$ cat src/rtl/gol_pkg.sv
// Shared constants for the Game-of-Life VGA renderer: timing, board geometry,
// colour codes and the 8x8 live-cell icon.
package gol_pkg;

    localparam int unsigned GOL_LOG_W    = 4;
    localparam int unsigned GOL_LOG_H    = 4;
    localparam int unsigned GOL_CELL_LOG = 3;
    localparam int unsigned GOL_FRAME_X0 = 192;
    localparam int unsigned GOL_FRAME_Y0 = 224;
    localparam int unsigned GOL_H_ACTIVE = 640;
    localparam int unsigned GOL_H_TOTAL  = 800;
    localparam int unsigned GOL_V_TOTAL  = 525;

    localparam logic [5:0] COL_BLANK = 6'b00_00_00;
    localparam logic [5:0] COL_BG    = 6'b00_00_01;
    localparam logic [5:0] COL_DEAD  = 6'b01_01_01;
    localparam logic [5:0] COL_LIVE  = 6'b11_11_01;

    // Row iy occupies bits [8*iy+7 : 8*iy]; bit ix within the row is the pixel.
    localparam logic [63:0] GOL_ICON = {
        8'b0000_0000,   // row 7
        8'b0011_1100,   // row 6
        8'b0111_1110,   // row 5
        8'b0111_1110,   // row 4
        8'b0111_1110,   // row 3
        8'b0111_1110,   // row 2
        8'b0011_1100,   // row 1
        8'b0000_0000    // row 0
    };

    typedef enum logic [1:0] {
        ST_IDLE,
        ST_FETCH,
        ST_DRAIN
    } fetch_state_e;

endpackage

$ cat src/rtl/gol_icon_rom.sv
// Combinational 8x8 live-cell icon lookup.
module gol_icon_rom
    import gol_pkg::*;
(
    input  logic [2:0] iy_i,
    input  logic [2:0] ix_i,
    output logic       bit_o
);

    assign bit_o = GOL_ICON[{iy_i, ix_i}];

endmodule

$ cat src/rtl/gol_row_renderer.sv
// Prefetches one board row per horizontal blank into a double line buffer and
// renders cell icons through a 2-stage pixel pipeline.
module gol_row_renderer
    import gol_pkg::*;
#(
    parameter int unsigned LOG_W    = GOL_LOG_W,
    parameter int unsigned LOG_H    = GOL_LOG_H,
    parameter int unsigned CELL_LOG = GOL_CELL_LOG,
    parameter int unsigned FRAME_X0 = GOL_FRAME_X0,
    parameter int unsigned FRAME_Y0 = GOL_FRAME_Y0,
    parameter int unsigned H_ACTIVE = GOL_H_ACTIVE,
    parameter int unsigned H_TOTAL  = GOL_H_TOTAL,
    parameter int unsigned V_TOTAL  = GOL_V_TOTAL
) (
    input  logic                   clk,
    input  logic                   rst_n,
    input  logic [9:0]             hpos,
    input  logic [9:0]             vpos,
    input  logic                   display_on,
    input  logic                   hsync_in,
    input  logic                   vsync_in,
    output logic                   rd_en,
    output logic [LOG_W+LOG_H-1:0] rd_addr,
    input  logic                   rd_data,
    output logic [5:0]             rgb,
    output logic                   hsync_out,
    output logic                   vsync_out,
    output logic                   fetch_busy
);

    localparam int unsigned W = 1 << LOG_W;
    localparam int unsigned H = 1 << LOG_H;

    localparam logic [10:0] X0    = 11'(FRAME_X0);
    localparam logic [10:0] X1    = 11'(FRAME_X0 + (W << CELL_LOG));
    localparam logic [10:0] Y0    = 11'(FRAME_Y0);
    localparam logic [10:0] Y1    = 11'(FRAME_Y0 + (H << CELL_LOG));
    localparam logic [10:0] HACT  = 11'(H_ACTIVE);
    localparam logic [10:0] HLAST = 11'(H_TOTAL - 1);
    localparam logic [10:0] VLAST = 11'(V_TOTAL - 1);
    localparam logic [LOG_W-1:0] COL_LAST = LOG_W'(W - 1);

    logic [10:0] x, y, nxt_y;
    logic        nxt_in_frame, in_frame;

    assign x = {1'b0, hpos};
    assign y = {1'b0, vpos};

    always_comb begin
        nxt_y        = (y == VLAST) ? '0 : y + 11'd1;
        nxt_in_frame = (nxt_y >= Y0) && (nxt_y < Y1);
        in_frame     = (x >= X0) && (x < X1) && (y >= Y0) && (y < Y1);
    end

    // ---------------- row fetch FSM ----------------
    fetch_state_e     state_q, state_d;
    logic [LOG_W-1:0] col_q, col_d;
    logic [LOG_H-1:0] row_q, row_d;
    logic             wr_en_q;
    logic [LOG_W-1:0] wr_col_q;
    logic             done_q;
    logic [W-1:0]     fill_buf_q;
    logic [W-1:0]     show_buf_q;

    always_comb begin
        state_d = state_q;
        col_d   = col_q;
        row_d   = row_q;
        unique case (state_q)
            ST_IDLE: begin
                if ((x == HACT) && nxt_in_frame) begin
                    state_d = ST_FETCH;
                    row_d   = LOG_H'((nxt_y - Y0) >> CELL_LOG);
                    col_d   = '0;
                end
            end
            ST_FETCH: begin
                col_d = col_q + 1'b1;
                if (col_q == COL_LAST) state_d = ST_DRAIN;
            end
            ST_DRAIN: state_d = ST_IDLE;
            default:  state_d = ST_IDLE;
        endcase
    end

    assign rd_en      = (state_q == ST_FETCH);
    assign rd_addr    = {row_q, col_q};
    assign fetch_busy = (state_q != ST_IDLE);

    always_ff @(posedge clk) begin
        if (!rst_n) begin
            state_q    <= ST_IDLE;
            col_q      <= '0;
            row_q      <= '0;
            wr_en_q    <= 1'b0;
            wr_col_q   <= '0;
            done_q     <= 1'b0;
            fill_buf_q <= '0;
            show_buf_q <= '0;
        end else begin
            state_q  <= state_d;
            col_q    <= col_d;
            row_q    <= row_d;
            wr_en_q  <= rd_en;
            wr_col_q <= col_q;
            // Read data lags the strobe by one cycle, so the write uses the delayed column.
            if (wr_en_q) fill_buf_q[wr_col_q] <= rd_data;
            if (x == HLAST) begin
                if (done_q) show_buf_q <= fill_buf_q;
                done_q <= 1'b0;
            end else if (state_q == ST_DRAIN) begin
                done_q <= 1'b1;
            end
        end
    end

    // ---------------- render pipeline ----------------
    logic             s1_in_frame_q, s1_disp_q, s1_hs_q, s1_vs_q;
    logic [LOG_W-1:0] s1_col_q, s1_col_d;
    logic [2:0]       s1_ix_q, s1_iy_q;
    logic             icon_bit, px;
    logic [5:0]       rgb_q, rgb_d;
    logic             hs_q, vs_q;

    always_comb begin
        s1_col_d = in_frame ? LOG_W'((x - X0) >> CELL_LOG) : '0;
    end

    gol_icon_rom u_icon (
        .iy_i  (s1_iy_q),
        .ix_i  (s1_ix_q),
        .bit_o (icon_bit)
    );

    always_comb begin
        px    = show_buf_q[s1_col_q] & icon_bit;
        rgb_d = COL_BLANK;
        if (!s1_disp_q)         rgb_d = COL_BLANK;
        else if (!s1_in_frame_q) rgb_d = COL_BG;
        else                    rgb_d = px ? COL_LIVE : COL_DEAD;
    end

    always_ff @(posedge clk) begin
        if (!rst_n) begin
            s1_in_frame_q <= 1'b0;
            s1_disp_q     <= 1'b0;
            s1_hs_q       <= 1'b0;
            s1_vs_q       <= 1'b0;
            s1_col_q      <= '0;
            s1_ix_q       <= '0;
            s1_iy_q       <= '0;
            rgb_q         <= '0;
            hs_q          <= 1'b0;
            vs_q          <= 1'b0;
        end else begin
            s1_in_frame_q <= in_frame;
            s1_disp_q     <= display_on;
            s1_hs_q       <= hsync_in;
            s1_vs_q       <= vsync_in;
            s1_col_q      <= s1_col_d;
            s1_ix_q       <= hpos[2:0];
            s1_iy_q       <= vpos[2:0];
            rgb_q         <= rgb_d;
            hs_q          <= s1_hs_q;
            vs_q          <= s1_vs_q;
        end
    end

    assign rgb       = rgb_q;
    assign hsync_out = hs_q;
    assign vsync_out = vs_q;

endmodule
$ cat config.mk
export PLATFORM = sky130hd
export DESIGN_NAME = gol_row_renderer
export DESIGN_NICKNAME = d
export VERILOG_FILES = /design/src/rtl/gol_pkg.sv /design/src/rtl/gol_icon_rom.sv /design/src/rtl/gol_row_renderer.sv
export SDC_FILE = /design/constraint.sdc
export NUM_CORES = 1
export LEC_CHECK = 0
export CORE_ASPECT_RATIO = 1.4
export CORE_MARGIN = 5
export CORE_UTILIZATION = 54
export CTS_CLUSTER_DIAMETER = 100
export DETAILED_ROUTE_END_ITERATION = 8
export PLACE_DENSITY = 0.78
export SYNTH_ARGS = -nofsm -noshare
export SYNTH_HDL_FRONTEND = slang
export SYNTH_SLANG_ARGS = --single-unit
$ cat constraint.sdc
create_clock -name clk -period 3.6 [get_ports clk]
set_input_delay 0.72 -clock clk [delete_from_list [all_inputs] [get_ports clk]]
set_output_delay 0.72 -clock clk [all_outputs]
set_load 0.05 [all_outputs]
==> out/qor.txt <==
Tmin final: 3294 ps
Hold Vio Cnt, Final: 0
Post-CTS Hold Buffers: 0
placed insts: 422
drt wl/cell: 14.82 um
Endpoint, Worst Hold: vsync_out$_SDFF_PN0_
Top FF cell, synth: dfxtp_1
TritonCTS clock tree: built
Clock Power Share: 37.9%
Root Buffer Master: clkbuf_8
GRT Total Usage: 19.91%
Power per Cell Area: 358.1 nW/um^2
clock tree buffer depth: 2
largest net degree at the start of global routing: 22
post-DP HPWL: 4957 um
CP max FO: 6
final net count: 397
P_sw: 0.3038 mW
share of post-route cells with drive strength above 1: 11.05%
first-pass GRT wire length: 10,910 um
switching part of the total: 23.47%
Slew @ Worst Pin: 644.7 ps
Worst-Skew Late Latency: 320 ps
origin of the worst min-delay path: s1_vs_q$_SDFF_PN0_
First-pass DRT Iterations: 6
H-tree Lvls: 3
WP data required: 3850 ps
DR vias: 2,372
Post-DRT Antenna Nets: 0
max-slew violation count: 0
Cell Area, Synth: 2904 um^2
Via density: 5.428
Crit path largest cell delay: 500 ps
area grow syn2layout: 24.47%
Routed WL: 6475 um
R2R setup slack: 1710 ps
WHS Path Cells: 1
Die H: 96.77 um
initial antenna violation count: 0
Leak: 1.399 nW
# Post-CTS Setup Buffers: 0
diode count: 0
RR Startpoint: s1_col_q[0]$_SDFF_PN0_
post-cts sizing count: 0
Ports: 44
outcome: finished clean
row cnt: 31
Post-DP Area: 3458 um^2
maxcap violations: 0
Seq pwr share: 53.4%
number of flops mapped to enable cells by yosys: 0
worst-path cell chain: clkdlybuf4s50_1 -> ha_1 -> nand2_2 -> o21ai_0 -> nand2_1 -> ha_1 -> or4_1 -> a31oi_1 -> o22ai_1 -> a2111oi_4 -> buf_4 -> mux2i_1
RR Endpoint: rgb[3]$_SDFF_PN0_
vias in the first global route: 2,324
most used cell, CP: ha_1
residual DRC count: 0
maximum VDD drop: 0.0001900 V
CP endpoint kind: register
Seq cells post-synth: 62
min-delay worst type: reg2reg
period utilization: 91.50%
slowest CP cell: or4_1
final core utilization: 69.55%
final worst slack: 306.0 ps
total CTS buffers: 9
reg2reg path depth: 3
Slew HR: 56.88%
sequential area share after synthesis: 42.74%
Yosys cell types: 45
Pint: 0.9905 mW
area of the core: 5197 um^2
Crit. Startpoint: vpos[0]
Chip Width: 71.98 um
Port Buffer Count: 42
Starting Density: 55.87%
warnings from Yosys: 0
fin cells: 437
post-route cell area: 3615 um^2
highest clock rate: 0.3036 GHz
CP Class: in2reg
count of final setup violators: 0
crit path launch type: primary input
GP Congestion: 0.8941
Syn Area/Cell: 9.278 um^2
DR iter-0 viols: 146
Arr. time, crit path: 3550 ps
syn_nets: 343
RSZ-0062 raised after global routing: no
Cells after Synth: 313
grt total ovfl: 0
Comb power frac: 8.7%
clock sinks: 62
Setup WS pre-CTS: -33.84 ps
die area: 6966 um^2
Clock transition at path regs: 60 ps
Worst Skew: 13.82 ps
Overall Power: 1.294 mW
share of synthesized registers carrying an async set or reset: 0%
registers in the layout, indices dropped and copies added, names as in the netlist:
register	flops
done_q	1
s1_hs_q	1
wr_col_q	4
row_q	4
col_q	4
rgb	3
state_q	2
s1_disp_q	1
vsync_out	1
show_buf_q	16
icon_bit	1
s1_col_q	4
hsync_out	1
fill_buf_q	16
s1_in_frame_q	1
s1_vs_q	1
wr_en_q	1
synthesized netlist by cell type (2+ instances only):
cell type / n / area (um^2)
nor2_1: 20 / 75.07
mux2i_1: 27 / 270.3
a21boi_0: 10 / 75.07
and3_1: 5 / 31.28
nand4b_1: 2 / 17.52
inv_1: 5 / 18.77
o21ai_0: 18 / 90.09
and2_1: 15 / 93.84
nor3_1: 6 / 30.03
nor4_1: 3 / 18.77
o211ai_1: 3 / 22.52
xnor2_1: 4 / 35.03
a21oi_1: 4 / 20.02
or3_1: 5 / 31.28
ha_1: 4 / 50.05
buf_4: 4 / 30.03
nor2b_1: 25 / 156.4
clkbuf_1: 11 / 41.29
nand3b_1: 8 / 60.06
mux4_2: 5 / 112.6
nand2_1: 29 / 108.9
nand3_1: 12 / 60.06
nand2b_1: 3 / 18.77
nand4_1: 3 / 18.77
dfxtp_1: 62 / 1241
worst max-delay path by stage:
stage,cells past startpoint,to,slack (ps)
3_3_place_gp,12,row_q[3]$_SDFFE_PN0P_,9
5_1_grt,12,row_q[3]$_SDFFE_PN0P_,140
6_report,12,row_q[3]$_SDFFE_PN0P_,310
4_1_cts,12,row_q[3]$_SDFFE_PN0P_,310
3_5_place_dp,12,row_q[1]$_SDFFE_PN0P_,-30
2_1_floorplan,10,col_q[2]$_SDFFE_PN0P_,450
per-layer routing:
metal  global-route usage (%)  up-vias  part of all wire (%)
li1                         -     1204                     -
met1                    23.21     1093                    41
met2                    34.07       60                    52
met3                    3.734       15                   3.8
met4                    9.841        0                   3.3
met5                        0        -                     0
power groups by stage:
stage / clock [mW] / combinational (mW) / sequential, mW
global route: 0.547 / 0.122 / 0.691
detailed placement: 0 / 0.114 / 0.707
finish: 0.490 / 0.113 / 0.691
CTS: 0.504 / 0.114 / 0.691
global placement: 0 / 0.114 / 0.707
floorplan: 0 / 0.0491 / 0.711
critical path: cells and delay by family:
kind	cells	cell delay, ps
AO/OA/AOI/OAI	4	890
buffers and inverters	2	700
AND/OR/NAND/NOR	3	660
adder cells (fa/ha/maj)	2	410
multiplexers	1	170
metrics by stage:
step | TNS [ps] | hold WS, ps
2_1_floorplan | 0 | 411.9
3_3_place_gp | 0 | 416.8
3_5_place_dp | -101.8 | 420.1
4_1_cts | 0 | 445.2
5_1_grt | 0 | 470.8
6_report | 0 | 439.6
area by class of cell:
cell class	instances	area, um^2
Clock inverter	4	25.02
Sequential cell	62	1241
Timing Repair Buffer	59	548.0
Clock buffer	11	131.4
Fill cell	430	1583
Multi-Input combinational cell	230	1568
Tap cell	66	82.58
Inverter	5	18.77
placed cells by master (no fill, tap or decap), types with 6 or more instances in the layout:
cell	count
a21boi_0	10
and2_1	15
buf_4	17
clkbuf_8	9
clkdlybuf4s50_1	42
dfxtp_1	62
mux2i_1	27
nand2_1	29
nand3_1	12
nand3b_1	8
nor2_1	20
nor2b_1	25
nor3_1	6
o21ai_0	18
cell families after synthesis:
kind of cell / count (synthesis) / share of synthesized area, %
other cells: 1 / 0.1291
fa+ha+maj: 4 / 1.723
compound gates: 42 / 9.652
xor+xnor: 4 / 1.206
buf+inv: 21 / 3.274
mux: 33 / 13.57
flops: 62 / 42.74
simple gates: 146 / 27.70
(Power assumes the default switching activity.)
